## config.mk

```make
export PLATFORM = sky130hd
export DESIGN_NAME = hazard_stall_ctrl_flat
export DESIGN_NICKNAME = d
export VERILOG_FILES = /design/src/rtl/hazard_stall_ctrl_pkg.sv /design/src/rtl/hazard_stall_ctrl_if.sv /design/src/rtl/hazard_stall_ctrl_md_busy_counter.sv /design/src/rtl/hazard_stall_ctrl.sv /design/src/flat_wrapper.sv
export SDC_FILE = /design/constraint.sdc
export NUM_CORES = 1
export LEC_CHECK = 0
export BUFFER_PORTS_ARGS = -buffer_cell sky130_fd_sc_hd__clkbuf_2
export CAP_MARGIN = 20
export CORE_MARGIN = 10
export CORE_UTILIZATION = 40
export DETAILED_ROUTE_END_ITERATION = 12
export GPL_ROUTABILITY_DRIVEN = 0
export GPL_TIMING_DRIVEN = 0
export PLACE_DENSITY = 0.76
export SETUP_SLACK_MARGIN = 0.05
export SYNTH_ARGS = -nofsm -noshare
export SYNTH_HDL_FRONTEND = slang
export SYNTH_SLANG_ARGS = --single-unit
```

## constraint.sdc

```tcl
create_clock -name clk -period 1.8 [get_ports clk]
set_input_delay 0.18 -clock clk [delete_from_list [all_inputs] [get_ports clk]]
set_output_delay 0.18 -clock clk [all_outputs]
set_load 0.02 [all_outputs]
```

## src/rtl/hazard_stall_ctrl_pkg.sv

```systemverilog
// Shared definitions for the hazard/stall controller and the instruction decoder.
// Latency: n/a (types and constants only).
// Backpressure: n/a.
package hazard_stall_ctrl_pkg;

  // Tuse/Tnew stage encodings: 0 = needed/ready in D, 1 = in E, 2 = in M.
  localparam int T_D = 0;
  localparam int T_E = 1;
  localparam int T_M = 2;

  // Multiply/divide start codes carried alongside the instruction.
  typedef enum logic [1:0] {
    MD_NONE = 2'b00,
    MD_MUL  = 2'b01,
    MD_DIV  = 2'b10
  } md_op_e;

  // Counter width able to hold max_val.
  function automatic int cnt_width(input int max_val);
    return (max_val < 2) ? 1 : $clog2(max_val + 1);
  endfunction

endpackage

```

## src/rtl/hazard_stall_ctrl_if.sv

```systemverilog
// D-stage hazard information in, stall/bubble decision out.
// Latency: purely wires; the controller answers in the same cycle.
// Backpressure: stall is the backpressure towards F/D; clr_E bubbles E.
//   master: decode side (drives D-stage fields, observes stall/clr_E/md_busy)
//   slave : hazard controller
interface hazard_stall_ctrl_if #(
  parameter int T_W = 2
);
  logic [4:0]     rs_D;
  logic [4:0]     rt_D;
  logic           use_rs_D;
  logic           use_rt_D;
  logic [T_W-1:0] tuse_rs_D;
  logic [T_W-1:0] tuse_rt_D;
  logic [4:0]     dst_D;
  logic [T_W-1:0] tnew_D;
  logic [1:0]     md_start_D;
  logic           md_use_D;
  logic           stall;
  logic           clr_E;
  logic           md_busy;

  modport master (
    output rs_D, rt_D, use_rs_D, use_rt_D, tuse_rs_D, tuse_rt_D,
           dst_D, tnew_D, md_start_D, md_use_D,
    input  stall, clr_E, md_busy
  );

  modport slave (
    input  rs_D, rt_D, use_rs_D, use_rt_D, tuse_rs_D, tuse_rt_D,
           dst_D, tnew_D, md_start_D, md_use_D,
    output stall, clr_E, md_busy
  );
endinterface

```

## src/rtl/hazard_stall_ctrl_md_busy_counter.sv

```systemverilog
// Multiply/divide busy window: loads latency when a mult/div leaves E, then counts down.
// Latency: busy is combinational from the E-slot op and the registered count.
// Backpressure: none; the busy flag feeds the stall decision upstream.
//   clk, reset : clock, synchronous active-high reset
//   md_e_i     : md op currently in E
//   md_busy_o  : unit busy (op in E or count non-zero)
module md_busy_counter
  import hazard_stall_ctrl_pkg::*;
#(
  parameter int MUL_LAT = 5,
  parameter int DIV_LAT = 10
) (
  input  logic   clk,
  input  logic   reset,
  input  md_op_e md_e_i,
  output logic   md_busy_o
);

  localparam int MAX_LAT = (MUL_LAT > DIV_LAT) ? MUL_LAT : DIV_LAT;
  localparam int CNT_W   = cnt_width(MAX_LAT);

  logic [CNT_W-1:0] cnt_q;
  logic [CNT_W-1:0] cnt_d;

  // A new op leaving E restarts the window rather than extending it.
  always_comb begin
    cnt_d = cnt_q;
    if (md_e_i == MD_MUL) begin
      cnt_d = CNT_W'(MUL_LAT);
    end else if (md_e_i == MD_DIV) begin
      cnt_d = CNT_W'(DIV_LAT);
    end else if (cnt_q != '0) begin
      cnt_d = cnt_q - CNT_W'(1);
    end
  end

  always_ff @(posedge clk) begin
    if (reset) begin
      cnt_q <= '0;
    end else begin
      cnt_q <= cnt_d;
    end
  end

  assign md_busy_o = (cnt_q != '0) || (md_e_i != MD_NONE);

endmodule

```

## src/rtl/hazard_stall_ctrl.sv

```systemverilog
// Hazard/stall controller: shadow scoreboard of E/M writers plus md busy window.
// Latency: stall/clr_E are same-cycle combinational; scoreboard updates 1 cycle after the edge.
// Backpressure: stall holds PC and F/D; clr_E inserts a bubble into the D->E register.
//   clk, reset : clock, synchronous active-high reset
//   hz         : D-stage sources/Tuse, destination/Tnew, md start/use in;
//                stall, clr_E, md_busy out
module hazard_stall_ctrl
  import hazard_stall_ctrl_pkg::*;
#(
  parameter int MUL_LAT = 5,
  parameter int DIV_LAT = 10,
  parameter int T_W     = 2
) (
  input  logic                clk,
  input  logic                reset,
  hazard_stall_ctrl_if.slave  hz
);

  logic [4:0]     dst_e_q, dst_e_d;
  logic [T_W-1:0] tnew_e_q, tnew_e_d;
  md_op_e         md_e_q, md_e_d;
  logic [4:0]     dst_m_q, dst_m_d;
  logic [T_W-1:0] tnew_m_q, tnew_m_d;

  logic stall_rs;
  logic stall_rt;
  logic stall_md;
  logic stall_all;
  logic md_busy;

  // Register 0 never hazards; W is never checked because the register file writes through.
  assign stall_rs = hz.use_rs_D && (hz.rs_D != 5'd0) &&
                    (((dst_e_q == hz.rs_D) && (tnew_e_q > hz.tuse_rs_D)) ||
                     ((dst_m_q == hz.rs_D) && (tnew_m_q > hz.tuse_rs_D)));

  assign stall_rt = hz.use_rt_D && (hz.rt_D != 5'd0) &&
                    (((dst_e_q == hz.rt_D) && (tnew_e_q > hz.tuse_rt_D)) ||
                     ((dst_m_q == hz.rt_D) && (tnew_m_q > hz.tuse_rt_D)));

  md_busy_counter #(
    .MUL_LAT (MUL_LAT),
    .DIV_LAT (DIV_LAT)
  ) u_md (
    .clk       (clk),
    .reset     (reset),
    .md_e_i    (md_e_q),
    .md_busy_o (md_busy)
  );

  assign stall_md  = hz.md_use_D && md_busy;
  assign stall_all = stall_rs || stall_rt || stall_md;

  assign hz.stall   = stall_all;
  assign hz.clr_E   = stall_all;
  assign hz.md_busy = md_busy;

  // Slot shift: a stall turns the E entry into a bubble; M always advances.
  always_comb begin
    dst_e_d  = hz.dst_D;
    tnew_e_d = hz.tnew_D;
    md_e_d   = md_op_e'(hz.md_start_D);
    if (stall_all) begin
      dst_e_d  = 5'd0;
      tnew_e_d = '0;
      md_e_d   = MD_NONE;
    end
    dst_m_d  = dst_e_q;
    // Saturating decrement: a zero Tnew stays zero in M.
    tnew_m_d = (tnew_e_q == '0) ? '0 : (tnew_e_q - T_W'(1));
  end

  always_ff @(posedge clk) begin
    if (reset) begin
      dst_e_q  <= 5'd0;
      tnew_e_q <= '0;
      md_e_q   <= MD_NONE;
      dst_m_q  <= 5'd0;
      tnew_m_q <= '0;
    end else begin
      dst_e_q  <= dst_e_d;
      tnew_e_q <= tnew_e_d;
      md_e_q   <= md_e_d;
      dst_m_q  <= dst_m_d;
      tnew_m_q <= tnew_m_d;
    end
  end

endmodule

```

## src/flat_wrapper.sv

```systemverilog
// flat-port wrapper written by rule: the top's interface ports become plain ports
module hazard_stall_ctrl_flat import hazard_stall_ctrl_pkg::*;
#(
  parameter int MUL_LAT = 5,
  parameter int DIV_LAT = 10,
  parameter int T_W     = 2
)
  (clk, reset, hz_rs_D, hz_rt_D, hz_use_rs_D, hz_use_rt_D, hz_tuse_rs_D, hz_tuse_rt_D, hz_dst_D, hz_tnew_D, hz_md_start_D, hz_md_use_D, hz_stall, hz_clr_E, hz_md_busy);
  hazard_stall_ctrl_if #(.T_W(T_W)) hz_i ();
  input  logic clk;
  input  logic reset;
  input wire logic [$bits(hz_i.rs_D)-1:0] hz_rs_D;
  input wire logic [$bits(hz_i.rt_D)-1:0] hz_rt_D;
  input wire logic [$bits(hz_i.use_rs_D)-1:0] hz_use_rs_D;
  input wire logic [$bits(hz_i.use_rt_D)-1:0] hz_use_rt_D;
  input wire logic [$bits(hz_i.tuse_rs_D)-1:0] hz_tuse_rs_D;
  input wire logic [$bits(hz_i.tuse_rt_D)-1:0] hz_tuse_rt_D;
  input wire logic [$bits(hz_i.dst_D)-1:0] hz_dst_D;
  input wire logic [$bits(hz_i.tnew_D)-1:0] hz_tnew_D;
  input wire logic [$bits(hz_i.md_start_D)-1:0] hz_md_start_D;
  input wire logic [$bits(hz_i.md_use_D)-1:0] hz_md_use_D;
  output wire logic [$bits(hz_i.stall)-1:0] hz_stall;
  output wire logic [$bits(hz_i.clr_E)-1:0] hz_clr_E;
  output wire logic [$bits(hz_i.md_busy)-1:0] hz_md_busy;
  assign hz_i.rs_D = hz_rs_D;
  assign hz_i.rt_D = hz_rt_D;
  assign hz_i.use_rs_D = hz_use_rs_D;
  assign hz_i.use_rt_D = hz_use_rt_D;
  assign hz_i.tuse_rs_D = hz_tuse_rs_D;
  assign hz_i.tuse_rt_D = hz_tuse_rt_D;
  assign hz_i.dst_D = hz_dst_D;
  assign hz_i.tnew_D = hz_tnew_D;
  assign hz_i.md_start_D = hz_md_start_D;
  assign hz_i.md_use_D = hz_md_use_D;
  assign hz_stall = hz_i.stall;
  assign hz_clr_E = hz_i.clr_E;
  assign hz_md_busy = hz_i.md_busy;
  hazard_stall_ctrl #(.MUL_LAT(MUL_LAT), .DIV_LAT(DIV_LAT), .T_W(T_W)) u_core (.clk(clk), .reset(reset), .hz(hz_i));
endmodule
```

==> run metrics, run 1 <==
status finished, violations left; failing checks negative setup slack; Worst Setup Start Kind flop; Final Skew 10.97 ps; Sinks on Clock Net 20; site row count 20; via count 1082; cell area after synthesis ~1200 um2; EDFF count, synth 0; area delta synth->final 39.96%; I/O pin count 31; crit path DAT between 2000 and 2500 ps; Clk pwr share 14.8%; wirelength, routed 3166 um; hpwl dp 2542 um; PortBufs 29; sequential standard cell area just over 400 um2; TritonCTS clock tree done; delay of the slowest critical-path stage 410 ps; # setup viols final 8; Antenna diodes 0; RSZ-0062 raised after global routing true; drt first pass iters 4; FILL cells 266; Crit. End Element output pin; clock tree buffer depth 2; CP max stage cell or3_4; initial antenna violation count 0; Reg power frac 36.1%; worst vdd ir 0.4999 mV; die footprint 5684 um2; Root Buffer clkbuf_4; Yosys cell types 25; Inserted Clock Buffers 3; min Tclk post-route 2272 ps; Tcrit/Tclk final 126.2%; Mapped Cells 137; Slew @ Worst Pin slightly below 500 ps; CTS Hold Bufs 0; Antenna Violating Nets Remaining 0; average wire per standard cell 15.37 um; crit path kind reg2out; async set or reset register ratio after synthesis 0%; Final #Nets around 220; vias in the first global route 1149; area occupied by multi-input gates 947.2 um2; pwr dens 997.2 nW/um2; Starting Density 40.87%; Int Pwr 1097 uW; first-pass GRT wire length 5168 um; Fin. Hold Viols 0; Overall Global Routing Usage 11.55%; DR iter-0 viols 28; WP data required 1620 ps; worst setup path start u_core.tnew_e_q[0]; Gate power share 49.1%; Slew headroom around two thirds; Leakage Power 0.0006925 uW; Die Y 75.40 um; Pwr Total 1713 uW; Max H-tree Level 1; synthesis warning total 0; Slew Limit Fails 0; Setup WS pre-CTS -312.3 ps; HP Start hz_md_start_D[0]; r2r startpoint u_core.tnew_e_q[0]; CP max FO 3; Clock transition at path regs between 100 and 150 ps; switching share of total power 35.94%; Buffers & Inverters on Critical Path 3; Max Freq 0.4401 GHz; total grt overflow 0; HP Class in2reg; Switching Power 615.7 uW; max-cap check violation count 0; share of post-route cells with drive strength above 1 44.51%; Top FF cell, synth dfxtp_1; core area 3003 um2; DR vias/cell 5.252; Post-Syn Area per Cell 8.959 um2; latest clock arrival within the worst-skew pair around 300 ps; worst setup margin -472.3 ps; critical path cell sequence inv_4 -> ha_4 -> nand2_2 -> nand4_1 -> nor4_2 -> o221a_1 -> or3_4 -> buf_6 -> buf_8; pin count of the biggest net entering global routing 12; syn nets 179; sequential share of the synthesized area between 30% and 40%; critical path's top delay family simple AND/OR/NAND/NOR gates; Residual DRC 0; DIE WIDTH 75.40 um; Yosys reg bits 20
registers in the layout (all words and copies together), names as in the netlist:
| name | count |
|---|---|
| u_core.dst_m_q | 5 |
| u_core.tnew_m_q | 2 |
| u_core.u_md.cnt_q | 4 |
| u_core.dst_e_q | 5 |
| u_core.md_e_q | 2 |
| u_core.tnew_e_q | 2 |
path summary, 6_finish.rpt:
| path | to | slack, ps | cells past startpoint |
|---|---|---|---|
| worst min-delay path | u_core.md_e_q[0] | 80 | 3 |
| worst max register to register | u_core.dst_e_q[2] | -20 | 8 |
| worst max-delay path | hz_stall | -470 | 9 |
| worst min register to register | u_core.tnew_m_q[0] | 450 | 1 |
metrics by stage:
stage	instances	TNS (ps)	hold slack [ps]	utilization [%]	cell area (um2)
2_1_floorplan	137	-61.95	306.0	-	1330
3_3_place_gp	199	-456.4	403.3	50.50	1516
3_5_place_dp	199	-537.4	408.6	50.50	1516
4_1_cts	206	-1007	78.17	55.67	1672
5_1_grt	206	-1536	88.02	57.21	1718
6_report	206	-949.0	80.85	57.21	1718
cell families (layout without fill, tap and decap cells):
kind of cell    count (synthesis)  in the layout  share of synthesized area [%]
fa+ha+maj                      14             14                          14.27
simple gates                   54             54                          25.28
buf+inv                        19             55                          7.340
xor+xnor                       21             21                          14.99
flops                          20             20                          32.62
mux                             1              1                         0.8155
compound gates                  8              8                          4.689
layout make-up:
class	instances	area share, %
Buffer	4	1.748
Clock buffer	4	2.112
Inverter	13	3.277
Multi-Input combinational cell	98	55.13
Sequential cell	20	23.96
Tap cell	33	2.403
Timing Repair Buffer	34	11.36
power groups by stage:
stage	registers (uW)	clock network, uW	logic [uW]
after floorplan	597	0	559
after global placement	613	0	685
after detailed placement	616	0	720
after CTS	610	259	787
after global routing	631	272	936
final	619	254	841
layer usage:
layer / GRT usage, % / wire length, um / share of wire, %
met5: 0 / 0 / 0
met4: 3.918 / 26 / 0.82
met3: 2.344 / 108 / 3.4
met2: 21.91 / 1750 / 55
met1: 12.26 / 1281 / 40
what timing repair did:
| action | 4_1_cts | 5_1_grt |
|---|---|---|
| pin swaps | 11 | 10 |
| buffers inserted | 3 | 2 |
| endpoints found under the setup margin | 9 | 11 |
| cloned | 0 | 0 |
| resized for setup | 19 | 11 |
layout by cell type (no fill, tap or decap), types with 5 or more instances in the layout:
cell and instances:
nor4_1 5, nand2b_1 9, xor2_1 8, nor4_2 8
clkbuf_2 27, ha_4 9, xnor2_1 13, buf_4 5
inv_1 9, nor3_1 7, nor2b_1 6, dfxtp_1 15
ha_1 5
worst reg2reg max path: cells and delay by family (launching register included):
kind,cells,cell delay (ps)
AO/OA/AOI/OAI,1,300
adder cells (fa/ha/maj),1,230
buffers and inverters,2,260
flip-flops,1,370
AND/OR/NAND/NOR,4,550
synthesized netlist by cell type (all sizes together) (5+ instances only):
master	n	share of area, %
dfxtp	20	33
ha	14	14
inv	13	4.0
nand2	5	1.5
nand2b	9	4.6
nor2b	6	3.1
nor3	7	2.9
nor4	13	6.6
xnor2	13	9.3
xor2	8	5.7
Power figures use the tool's default switching activity.
==> inputs of run 2 (changes only) <==
--- a/config.mk
+++ b/config.mk
@@ -7,7 +7,7 @@
 export LEC_CHECK = 0
 export BUFFER_PORTS_ARGS = -buffer_cell sky130_fd_sc_hd__clkbuf_2
 export CAP_MARGIN = 20
-export CORE_MARGIN = 10
+export CORE_MARGIN = 2
 export CORE_UTILIZATION = 40
 export DETAILED_ROUTE_END_ITERATION = 12
 export GPL_ROUTABILITY_DRIVEN = 0
==> run 2 against run 1 <==
  * The flow still finishes with violations (negative setup slack)
  * Hold slack better by 22 ps
  * Global-route usage is 4.3 points higher
  * Register-to-register slack better by 160 ps
  * Highest routed layer unchanged
  * Flip-flop and latch count stayed put
  * Maximum frequency rose by 1.2%
==> run metrics, run 2 (synthesized netlist as in run 1, its figures left out) <==
site row count 20 (unchanged); dpl cells 199 (unchanged); Max Freq 0.4455 GHz (+1.2%); failing checks negative setup slack; post-route cell area 1662 um2 (-3.3%); Crit. End Element output pin; die footprint 3528 um2 (-38%); R2R Setup Slk 140 ps (+160 ps); Pwr Total 1642 uW (-4.1%); crit path kind reg2out; Root Buffer clkbuf_4; max-cap check violation count 0 (unchanged); Fin. Hold Viols 0 (unchanged); RSZ-0062 raised after global routing true; Die Y 59.40 um (-21%); worst vdd ir 0.5844 mV (+17%); wirelength, routed 2585 um (-18%); Slew headroom 70.98% (+3.0 points); Starting Density 41.22% (+0.34 points); drt first pass iters 4 (unchanged); Antenna Violating Nets Remaining 0 (unchanged); leading cell types in the layout, fill and taps excluded clkbuf_2 (27), dfxtp_1 (15), xnor2_1 (13); reg2reg path depth 6 (-2); PortBufs 29 (unchanged); Max H-tree Level 1 (unchanged); Clock transition at path regs 100 ps (about the same); Final #Nets 216 (unchanged); total grt overflow 0 (unchanged); status finished, violations left; min Tclk post-route 2245 ps (-27.72 ps); Leakage Power 0.0006881 uW (-0.63%); DR vias/cell 5.102 (-2.9%); worst setup margin -444.6 ps (+27.72 ps); most common cell after layout, fill and taps aside clkbuf_2; # setup viols final 2 (-6); crit path DAT 2060 ps (-30 ps); Inserted Clock Buffers 3 (unchanged); pwr dens 988.3 nW/um2 (-0.89%); hpwl dp 2157 um (-15%); latest clock arrival within the worst-skew pair 290 ps (about the same); Finished Layout Cells 206 (unchanged); WP data required 1620 ps (about the same); vias in the first global route 1002 (-13%); core area 2978 um2 (-0.83%); Sinks on Clock Net 20 (unchanged); Hold Path Depth 3 (unchanged); Antenna diodes 0 (unchanged); pin count of the biggest net entering global routing 12 (unchanged); area delta synth->final 35.37%; Residual DRC 0 (unchanged); setup TNS -815.9 ps (+133.1 ps); Worst Setup Start Kind flop; largest registers u_core.dst_e_q (5), u_core.dst_m_q (5), u_core.u_md.cnt_q (4); HP Class in2reg; Tcrit/Tclk final 124.7% (-1.5 points); DIE WIDTH 59.40 um (-21%); WHS Endpoint u_core.dst_e_q[2]; initial antenna violation count 0 (unchanged); Slew @ Worst Pin 435.3 ps (-45.21 ps); HP Start hz_dst_D[2]; I/O pin count 31 (unchanged); Overall Global Routing Usage 15.85% (+4.3 points); Slew Limit Fails 0 (unchanged); Final Skew 7.257 ps (-3.713 ps); via count 1051 (-2.9%); CP max FO 3 (unchanged); Reg-to-Reg End u_core.md_e_q[0]; TritonCTS clock tree done; DR iter-0 viols 30 (+7.1%); CTS Hold Bufs 0 (unchanged); first-pass GRT wire length 4291 um (-17%); average wire per standard cell 12.55 um (-18%); placed inst area 1516 um2 (unchanged); r2r startpoint u_core.tnew_m_q[1]; minimum hold slack 103.0 ps (+22.16 ps); clock tree buffer depth 2 (unchanged); share of post-route cells with drive strength above 1 39.88% (-4.6 points)
-- run 2: per-layer routing --
| layer | GRT usage (%) | up-vias | wire [um] | share of wire [%] |
|---|---|---|---|---|
| met2 | 27.79 | 27 | 1298 | 50 |
| met1 | 20.35 | 481 | 1157 | 45 |
| met5 | 0 | - | 0 | 0 |
| met3 | 3.057 | 2 | 117 | 4.5 |
| met4 | 2.597 | 0 | 12 | 0.46 |
| li1 | - | 541 | - | - |
-- run 2: cell type report --
class / instances / area, um2
Buffer: 5 / 41.29
Inverter: 13 / 51.30
Timing Repair Buffer: 33 / 188.9
Tap cell: 33 / 41.29
Multi-Input combinational cell: 98 / 890.9
Fill cell: 255 / 1316
Sequential cell: 20 / 411.6
Clock buffer: 4 / 36.28
-- run 2: worst max path at each step --
stage                  startpoint        to  slack (ps)  depth (start not counted)
6_report       u_core.tnew_e_q[0]  hz_stall        -440                         10
5_1_grt        u_core.tnew_m_q[1]  hz_stall        -520                          8
4_1_cts        u_core.tnew_e_q[0]  hz_stall        -550                         10
3_5_place_dp           hz_rs_D[0]  hz_stall        -280                          7
3_3_place_gp           hz_rs_D[0]  hz_stall        -270                          7
2_1_floorplan  u_core.tnew_m_q[1]  hz_stall         -60                          8
-- run 2: repair_timing --
item	CTS	global route
setup buffers	3	1
endpoints found under the setup margin	2	11
resized for setup	9	11
pin swaps	8	6
-- run 2: metrics by stage --
| step | worst slack [ps] | utilization, % |
|---|---|---|
| after floorplan | -61.95 | - |
| after global placement | -265.0 | 50.92 |
| after detailed placement | -280.5 | 50.92 |
| after CTS | -549.6 | 54.62 |
| after global routing | -516.8 | 55.80 |
| final | -444.6 | 55.80 |
-- run 2: worst max-delay path: stages, from the launching register on --
cell,delay [ps]
dfxtp_2,370
inv_4,60
ha_4,260
nand2_2,30
nand4_1,60
nor4_1,50
o221a_2,260
buf_6,120
or3_4,330
buf_6,120
buf_8,120
-- run 2: where the power goes --
group / leakage [uW] / total [uW] / internal [uW] / switching (uW)
registers: 0.000167 / 614 / 529 / 85.3
clock network: 0.0000210 / 244 / 123 / 121
logic: 0.000500 / 784 / 417 / 367
total: 0.000688 / 1640 / 1070 / 573
